==> config.mk <==
export PLATFORM = sky130hd
export DESIGN_NAME = fetch_stage
export DESIGN_NICKNAME = d
export VERILOG_FILES = /design/src/rtl/fetch_stage.sv
export SDC_FILE = /design/constraint.sdc
export NUM_CORES = 1
export LEC_CHECK = 0
export ABC_AREA = 1
export CAP_MARGIN = 20
export CORE_ASPECT_RATIO = 1.1
export CORE_MARGIN = 4
export CORE_UTILIZATION = 52
export CTS_CLUSTER_DIAMETER = 30
export DETAILED_ROUTE_END_ITERATION = 12
export PLACE_DENSITY_LB_ADDON = 0.1
export SYNTH_ARGS = -nofsm -noshare
export SYNTH_HDL_FRONTEND = slang
export SYNTH_SLANG_ARGS = --single-unit
==> constraint.sdc <==
create_clock -name clk -period 2.5 [get_ports clk]
set_input_delay 0.375 -clock clk [delete_from_list [all_inputs] [get_ports clk]]
set_output_delay 0.375 -clock clk [all_outputs]
set_load 0.01 [all_outputs]
==> src/rtl/fetch_stage.sv <==
// -----------------------------------------------------------------------------
// fetch_stage
//
// Instruction fetch stage with the FD pipeline register folded in. Owns the
// program counter, runs a request/ready handshake against instruction memory
// and hands the fetched instruction, its PC and pre-split register fields to
// decode and the hazard unit. A one-entry skid buffer catches a response that
// lands in the same cycle as a stall, so it is never lost.
//
// Ports
//   clk            in   clock, all state updates on the rising edge
//   rst_n          in   asynchronous active-low reset
//   stall_F        in   hold FD register and PC
//   flush_F        in   invalidate FD register and skid buffer
//   branch_taken   in   redirect request, target on branch_target
//   branch_target  in   [PC_W-1:0] redirect address
//   imem_req       out  fetch request (decoded from state only)
//   imem_addr      out  [PC_W-1:0] fetch address, stable while waiting
//   imem_ready     in   response valid this cycle
//   imem_rdata     in   [INSTR_W-1:0] instruction
//   instr_D        out  [INSTR_W-1:0] FD-register instruction
//   pc_D           out  [PC_W-1:0] PC of instr_D
//   valid_D        out  instr_D is a real instruction
//   opcode_D       out  [4:0] instr_D[15:11], 0 when invalid
//   rd_D           out  [2:0] instr_D[10:8], 0 when invalid
//   source_reg1_D  out  [2:0] instr_D[7:5], 0 when invalid
//   source_reg2_D  out  [2:0] instr_D[4:2], 0 when invalid
// -----------------------------------------------------------------------------
module fetch_stage #(
    parameter int              PC_W     = 8,
    parameter int              INSTR_W  = 16,
    parameter logic [PC_W-1:0] RESET_PC = '0
) (
    input  logic               clk,
    input  logic               rst_n,
    input  logic               stall_F,
    input  logic               flush_F,
    input  logic               branch_taken,
    input  logic [PC_W-1:0]    branch_target,
    output logic               imem_req,
    output logic [PC_W-1:0]    imem_addr,
    input  logic               imem_ready,
    input  logic [INSTR_W-1:0] imem_rdata,
    output logic [INSTR_W-1:0] instr_D,
    output logic [PC_W-1:0]    pc_D,
    output logic               valid_D,
    output logic [4:0]         opcode_D,
    output logic [2:0]         rd_D,
    output logic [2:0]         source_reg1_D,
    output logic [2:0]         source_reg2_D
);

    typedef enum logic [1:0] {
        S_FETCH = 2'd0,
        S_HOLD  = 2'd1,
        S_DRAIN = 2'd2
    } state_t;

    // Registers
    state_t               r_state;
    logic                 r_run;          // low until the first edge after reset
    logic [PC_W-1:0]      r_fetch_addr;
    logic [PC_W-1:0]      r_pc_next;
    logic [INSTR_W-1:0]   r_skid_instr;
    logic [PC_W-1:0]      r_skid_pc;
    logic [INSTR_W-1:0]   r_instr_d;
    logic [PC_W-1:0]      r_pc_d;
    logic                 r_valid_d;

    // Next-state values
    state_t               w_state_next;
    logic                 w_run_next;
    logic [PC_W-1:0]      w_fetch_addr_next;
    logic [PC_W-1:0]      w_pc_next_next;
    logic [INSTR_W-1:0]   w_skid_instr_next;
    logic [PC_W-1:0]      w_skid_pc_next;
    logic [INSTR_W-1:0]   w_instr_d_next;
    logic [PC_W-1:0]      w_pc_d_next;
    logic                 w_valid_d_next;

    logic [PC_W-1:0]      w_fetch_addr_inc;
    logic [PC_W-1:0]      w_skid_pc_inc;

    assign w_fetch_addr_inc = r_fetch_addr + PC_W'(1);
    assign w_skid_pc_inc    = r_skid_pc + PC_W'(1);

    // State register
    always_ff @(posedge clk or negedge rst_n) begin
        if (!rst_n) begin
            r_state      <= S_FETCH;
            r_run        <= 1'b0;
            r_fetch_addr <= RESET_PC;
            r_pc_next    <= RESET_PC;
            r_skid_instr <= '0;
            r_skid_pc    <= '0;
            r_instr_d    <= '0;
            r_pc_d       <= '0;
            r_valid_d    <= 1'b0;
        end else begin
            r_state      <= w_state_next;
            r_run        <= w_run_next;
            r_fetch_addr <= w_fetch_addr_next;
            r_pc_next    <= w_pc_next_next;
            r_skid_instr <= w_skid_instr_next;
            r_skid_pc    <= w_skid_pc_next;
            r_instr_d    <= w_instr_d_next;
            r_pc_d       <= w_pc_d_next;
            r_valid_d    <= w_valid_d_next;
        end
    end

    // Next-state logic
    always_comb begin
        w_state_next      = r_state;
        w_run_next        = 1'b1;
        w_fetch_addr_next = r_fetch_addr;
        w_pc_next_next    = r_pc_next;
        w_skid_instr_next = r_skid_instr;
        w_skid_pc_next    = r_skid_pc;
        w_instr_d_next    = r_instr_d;
        w_pc_d_next       = r_pc_d;
        w_valid_d_next    = r_valid_d;

        case (r_state)
            S_FETCH: begin
                // No request is outstanding before r_run rises.
                if (r_run) begin
                    if (branch_taken) begin
                        w_pc_next_next = branch_target;
                        if (imem_ready) begin
                            // Response in this cycle is wrong-path; drop it.
                            w_fetch_addr_next = branch_target;
                        end else begin
                            // Request already on the bus must finish first.
                            w_state_next = S_DRAIN;
                        end
                    end else if (imem_ready) begin
                        if (flush_F) begin
                            // Flushed response is dropped; fetch continues.
                            w_fetch_addr_next = w_fetch_addr_inc;
                        end else if (stall_F) begin
                            w_skid_instr_next = imem_rdata;
                            w_skid_pc_next    = r_fetch_addr;
                            w_state_next      = S_HOLD;
                        end else begin
                            w_instr_d_next    = imem_rdata;
                            w_pc_d_next       = r_fetch_addr;
                            w_valid_d_next    = 1'b1;
                            w_fetch_addr_next = w_fetch_addr_inc;
                        end
                    end
                end
            end

            S_HOLD: begin
                if (branch_taken) begin
                    // Skid content is younger than the branch: discard it.
                    w_pc_next_next    = branch_target;
                    w_fetch_addr_next = branch_target;
                    w_skid_instr_next = '0;
                    w_skid_pc_next    = '0;
                    w_state_next      = S_FETCH;
                end else if (flush_F) begin
                    w_fetch_addr_next = w_skid_pc_inc;
                    w_state_next      = S_FETCH;
                end else if (!stall_F) begin
                    w_instr_d_next    = r_skid_instr;
                    w_pc_d_next       = r_skid_pc;
                    w_valid_d_next    = 1'b1;
                    w_fetch_addr_next = w_skid_pc_inc;
                    w_state_next      = S_FETCH;
                end
            end

            S_DRAIN: begin
                // Last target seen wins, including one arriving with ready.
                if (branch_taken) begin
                    w_pc_next_next = branch_target;
                end
                if (imem_ready) begin
                    w_fetch_addr_next = branch_taken ? branch_target : r_pc_next;
                    w_state_next      = S_FETCH;
                end
            end

            default: begin
                w_state_next = S_FETCH;
            end
        endcase

        // Outside DRAIN, pc_next simply tracks the address about to be fetched.
        if (r_state != S_DRAIN && !branch_taken) begin
            w_pc_next_next = w_fetch_addr_next;
        end

        // Flush beats stall and any FD load chosen above.
        if (flush_F) begin
            w_instr_d_next    = '0;
            w_valid_d_next    = 1'b0;
            w_skid_instr_next = '0;
            w_skid_pc_next    = '0;
        end
    end

    // Outputs: registered values or state decode only
    assign imem_req      = r_run && (r_state != S_HOLD);
    assign imem_addr     = r_fetch_addr;
    assign instr_D       = r_instr_d;
    assign pc_D          = r_pc_d;
    assign valid_D       = r_valid_d;
    assign opcode_D      = r_valid_d ? r_instr_d[15:11] : 5'd0;
    assign rd_D          = r_valid_d ? r_instr_d[10:8]  : 3'd0;
    assign source_reg1_D = r_valid_d ? r_instr_d[7:5]   : 3'd0;
    assign source_reg2_D = r_valid_d ? r_instr_d[4:2]   : 3'd0;

endmodule

# After elaboration in Yosys (flattened, before gate mapping)
# Cells that the tools add are included.
# word_totals
reg_bits	68
output_inout_bits	48
word_cells	120
# classes
add_sub_neg	2
eq_ne	27
n_mux	68
reduce_logical	14
# ops
operator	n
8-bit two-way mux	27
16-bit two-way mux	13
16-bit case mux with 2 select lines	2
8-bit case mux with 2 select lines	3
3-bit != test, second input constant	13
8-bit case mux with 3 select lines	1
2-bit two-way mux	10
2-bit != test, second input constant	10
8-bit by 1-bit adder with 8-bit output, second input constant	2
7-bit AND reduction	2
3-bit two-way mux	3
9-bit AND reduction	1
1-bit two-way mux	6
2-bit case mux with 3 select lines	1
6-bit AND reduction	1
3-bit nonzero test	2
5-bit two-way mux	1
5-bit AND reduction	1
4-bit != test, second input constant	1
2-bit by 1-bit == test with 1-bit output, second input constant	1
2-bit == test, second input constant	1
1-bit logical AND	2
2-bit zero test	1
2-bit by 1-bit != test with 1-bit output, second input constant	1
other kinds (5)	5

# Logic depth before layout (Yosys ltp)
# logic_depth
depth_word	8
ltp_mapped	13
mapped_depth_nobuf	13

# Least setup slack after synthesis
# No wires, ideal clock.
# synth_path
kind	register -> register
startpoint	register r_state[0]
endpoint	register r_skid_pc[5]
setup_time_ps	138
arrival_ps	1593
setup_slack_ps	769
path_stages_with_launch	12
path_buffers	2
period_less_slack_ps	1731
path_cell_list	dfrtp_1 > inv_1 > ha_1 > inv_2 > nor2_2 > inv_1 > o221ai_2 > nand2_1 > buf_2 > buf_4 > nand2_1 > o31ai_1
# synth_between
elab_chain_len	3
elab_cells_between_ends	11
classes_between	6 x eq/ne; 2 x mux; 3 x reduce/logical
# synth_lines
element	line	rtl
from (decl)	60	state_t r_state;
from (signal assigned)	100	r_state <= w_state_next;
2-bit by 1-bit == test with 1-bit output or 2-bit zero test (tied branches)	124	case (r_state)
3-bit != test (no source line) (tied with other cells)	--	
6-bit AND reduction (no source line) or 8-bit two-way mux (tied branches)	--	
to (signal assigned)	105	r_skid_pc <= w_skid_pc_next;
to (decl)	65	logic [PC_W-1:0] r_skid_pc;
# Parallel ways exist; a longest one is shown, timed or not.
# A chain may end at the register's enable or synchronous reset.

# Worst setup path in the final report
# layout_path
startpoint	register r_state[0]
endpoint	register r_instr_d[10] (netlist: instr_D[10])
# layout_between
elab_chain_len	3
elab_cells_between_ends	12
classes_between	7 x eq/ne; 2 x mux; 3 x reduce/logical
# layout_lines
element	line	rtl
2-bit by 1-bit == test with 1-bit output or 2-bit zero test (tied branches)	124	
3-bit != test (no source line) (tied with other cells)	--	
7-bit AND reduction (no source line) or 16-bit two-way mux (tied branches)	--	
to (signal assigned)	106	r_instr_d <= w_instr_d_next;
to (decl)	66	logic [INSTR_W-1:0] r_instr_d;
# Parallel ways exist; a longest one is shown, timed or not.

==> run summary <==
In the routed design, unresolved DRC markers number 0. The half-perimeter wire length after detailed placement is 7990 um. The total routed wirelength is roughly 11,000 um. The synthesized area came out at between 4000 and 5000 um2. The mean routed wirelength per cell came out at approximately 14 um. The initial antenna violation count came out at 0. The core utilization of the finished layout came out at 0.680.

For this configuration, the core starts out at a cell density of 0.537. The number of DRC violations after detailed-routing iteration 0 came out at approximately 310. The delay of the slowest critical-path stage is 420 ps. The number of sinks on the clock net came out at between 60 and 70.

Counting both buffers and inverters, the worst setup path holds a total of 4. Setup repair after global routing left no endpoint under its margin. Synthesis handed over a netlist of between 500 and 600 instances.

The maximum VDD drop came out at approximately 0.68 mV. In the global route stage, overall resource usage came out at 0.241. On the final layout, the worst clock skew is roughly 12 ps. The worst setup path is of the reg2reg kind. Leaving out fill and tap cells, the most frequent cell in the layout is sky130_fd_sc_hd__nand2_1. The portion of total power attributed to sequential cells came out at 0.368.

The total of flip-flops plus latches after synthesis came out at 68. The min-delay analysis places its worst path in the category in2async. The required time at the endpoint of the critical path is ~2800 ps. Across all setup checks in the final design, the least slack found is just under 400 ps. The cell with the biggest individual delay on the critical path is sky130_fd_sc_hd__dfrtp_1. The number of nets still failing antenna checks after routing is 0. For this run, the register share of the synthesized area comes to 0.424.

The number of hold buffers added after cts came out at 0. The final critical path time including I/O delays and setup is between 2000 and 2500 ps. The aggregate negative setup slack came out at 0 ps.

The overall die area is around 9000 um2. The die height came out at about 100 um. The final hold violation count came out at 2.

The maximum fanout encountered on the critical timing path came out at 33. The placeable core area came out at about 7500 um2. The number of antenna diodes in the final layout is 0.

Broken down by cell family, the worst path's largest delay share belongs to buffers and inverters. The internal power of the cells came out at 3.06 mW. The via count of the routed design is 4,052.

For this run, the top clock speed supported by timing is 0.473 GHz. Of the total power, the share spent switching nets is 0.420. The post-synthesis net count came out at 614. Walking the worst path, the cells encountered are inv_1 > ha_1 > inv_2 > nor2_2 > inv_1 > o221ai_2 > nand2_2 > inv_2 > nor2_1 > a31oi_1. The global-route wire length before repair is roughly 18,000 um. The most used flip-flop cell after synthesis is sky130_fd_sc_hd__dfrtp_1. The number of setup violations in the final report came out at 0. The synthesized design contains 0 enable-type register cells. The number of H-tree levels came out at 3. The relative contribution of the clock network to total power came out at 0.169. For this run, the number of Yosys warnings is 0. The relative slew slack came out at 0.650. The number of gates given a new drive strength after cts came out at 0.

The total count of max-transition violations in the final report came out at 0. Compared with the post-synthesis result, the final layout area differs by 26.7%. The number of global-route vias before repair is 3,776. The relative contribution of combinational cells to total power is 0.463.

The flow ran to the end, but the final reports show violations. The number of buffers on the longest clock path came out at 2. The fraction of layout instances using a drive strength above 1 came out at 0.0695.

The floorplan has 33 rows. The number of max-cap violations is 0. For the pin with the worst max-slew slack, the measured transition is approximately 530 ps. The final period utilization is 0.846.

The total clock buffers created by CTS came out at 9. The clock latency at the later pin of the worst-skew pair is about 350 ps. Power spread over the standard cell area amounts to 1040 nW/um2. The number of search-and-repair iterations in the first detailed-routing pass came out at 5. STA classifies the critical path startpoint as a flop. The leakage power total is ~2.5 nW.

The congestion estimate from routability-driven global placement came to between 0.9 and 1. The clock-pin slew of the registers on the worst-case setup and hold paths is 80 ps. The fill cell total of the finished layout is slightly below 700.

After synthesis, the mean cell area works out to slightly below 7 um2. The mean number of vias per cell came out at between 5 and 6. TritonCTS built the clock tree.

For this run, asynchronously set or reset flops after synthesis account for 1.00. Data arrives at the worst endpoint at 2370 ps. On the final layout, the worst hold slack is -6.68 ps. The post-CTS repair timing setup buffer count came out at 0.

The final reports fail on negative hold slack. CTS placed an instance of sky130_fd_sc_hd__clkbuf_8 at the clock tree root. The net switching power is 2.22 mW. The total I/O pin count came out at between 70 and 80.

The number of buffers added on ports is 77. The pin count of the biggest net entering global routing is ~50. The final-stage net count came out at 694. The netlist uses 31 different library cells. The total congestion overflow came out at 0.

Leaving out fill and tap cells, the most frequent cells in the layout are 214 x sky130_fd_sc_hd__nand2_1, 76 x sky130_fd_sc_hd__clkdlybuf4s50_1, 68 x sky130_fd_sc_hd__dfrtp_1. STA classifies the critical path endpoint as a flop. OpenSTA, run right after detailed placement, puts the worst setup slack at 332 ps. The floorplan step set the die width to slightly above 90 um.
[state kept, by name (all words and copies together) (netlist names)]
| name | flops |
|---|---|
| pc_D | 8 |
| r_skid_instr | 16 |
| r_run | 1 |
| r_pc_next | 8 |
| valid_D | 1 |
| imem_addr | 8 |
| r_skid_pc | 8 |
| r_state | 2 |
| instr_D | 16 |
[cell type report]
| type | instances | area (um2) | area share |
|---|---|---|---|
| flip-flops and latches | 68 | 1700 | 0.335 |
| inverters | 67 | 251 | 0.0495 |
| clock buffers | 9 | 124 | 0.0244 |
| multi-input cells | 421 | 1940 | 0.381 |
| repair buffers | 91 | 871 | 0.171 |
| clock inverters | 6 | 66.3 | 0.0131 |
| well taps | 105 | 131 | 0.0259 |
[routing by layer]
metal | track usage | vias up | routed length [um]
met5 | 0 | - | 0
met4 | 0.0994 | 0 | 289
met3 | 0.0420 | 25 | 776
met2 | 0.417 | 204 | 5260
met1 | 0.300 | 1811 | 4460
li1 | - | 2012 | -
[power groups by stage]
stage	Sequential (mW)	Clock, mW	Combinational, mW
floorplan	1.97	0	1.34
global placement	1.94	0	2.38
detailed placement	1.96	0	2.42
CTS	1.94	0.908	2.43
global route	2.02	0.952	2.71
finish	1.94	0.893	2.44
[worst paths after layout]
check | start | end | slack, ps | depth (start not counted)
hold / removal | rst_n | instr_D[4] | -7 | 1
max in group asynchronous | rst_n | pc_D[4] | 1760 | 2
hold reg to reg | r_pc_next[0] | r_pc_next[0] | 490 | 2
min in group clk | r_pc_next[0] | r_pc_next[0] | 490 | 2
setup reg to reg | r_state[0] | instr_D[10] | 390 | 10
setup / recovery | r_state[0] | instr_D[10] | 390 | 10
[metrics by stage]
stage                     area [um2]  cells  total power, mW
after global routing            5080    767             5.68
final                           5080    767             5.28
after detailed placement        4890    752             4.38
after floorplan                 4010    578             3.31
after global placement          4890    752             4.32
after CTS                       5080    767             5.28
[cells by family after synthesis]
kind of cell,synth area share
buffers and inverters,0.0933
AND/OR/NAND/NOR,0.311
AO/OA/AOI/OAI,0.152
adder cells (fa/ha/maj),0.0187
other,0.000935
flip-flops,0.424
[worst register-to-register path: stages, from the launching register on]
cell	delay (ps)
sky130_fd_sc_hd__dfrtp_1	420
sky130_fd_sc_hd__inv_1	90
sky130_fd_sc_hd__ha_1	250
sky130_fd_sc_hd__inv_2	110
sky130_fd_sc_hd__nor2_2	120
sky130_fd_sc_hd__inv_1	90
sky130_fd_sc_hd__o221ai_2	180
sky130_fd_sc_hd__nand2_2	110
sky130_fd_sc_hd__inv_2	400
sky130_fd_sc_hd__nor2_1	90
sky130_fd_sc_hd__a31oi_1	160
[synthesized netlist by cell type, drive strengths merged (2+ instances only)]
| library cell | count | area share |
|---|---|---|
| a211oi | 2 | 0.0037 |
| a21oi | 21 | 0.030 |
| a22oi | 2 | 0.0037 |
| a31oi | 24 | 0.037 |
| buf | 14 | 0.023 |
| clkbuf | 8 | 0.0075 |
| dfrtp | 68 | 0.42 |
| ha | 6 | 0.019 |
| inv | 67 | 0.063 |
| nand2 | 216 | 0.20 |
| nand3 | 31 | 0.039 |
| nand4 | 4 | 0.0062 |
| nor2 | 56 | 0.056 |
| nor3 | 6 | 0.0075 |
| o21ai | 35 | 0.044 |
| o21bai | 2 | 0.0037 |
| o22ai | 2 | 0.0031 |
| o31ai | 10 | 0.019 |
Note: power is estimated with default switching activity, not from simulation.
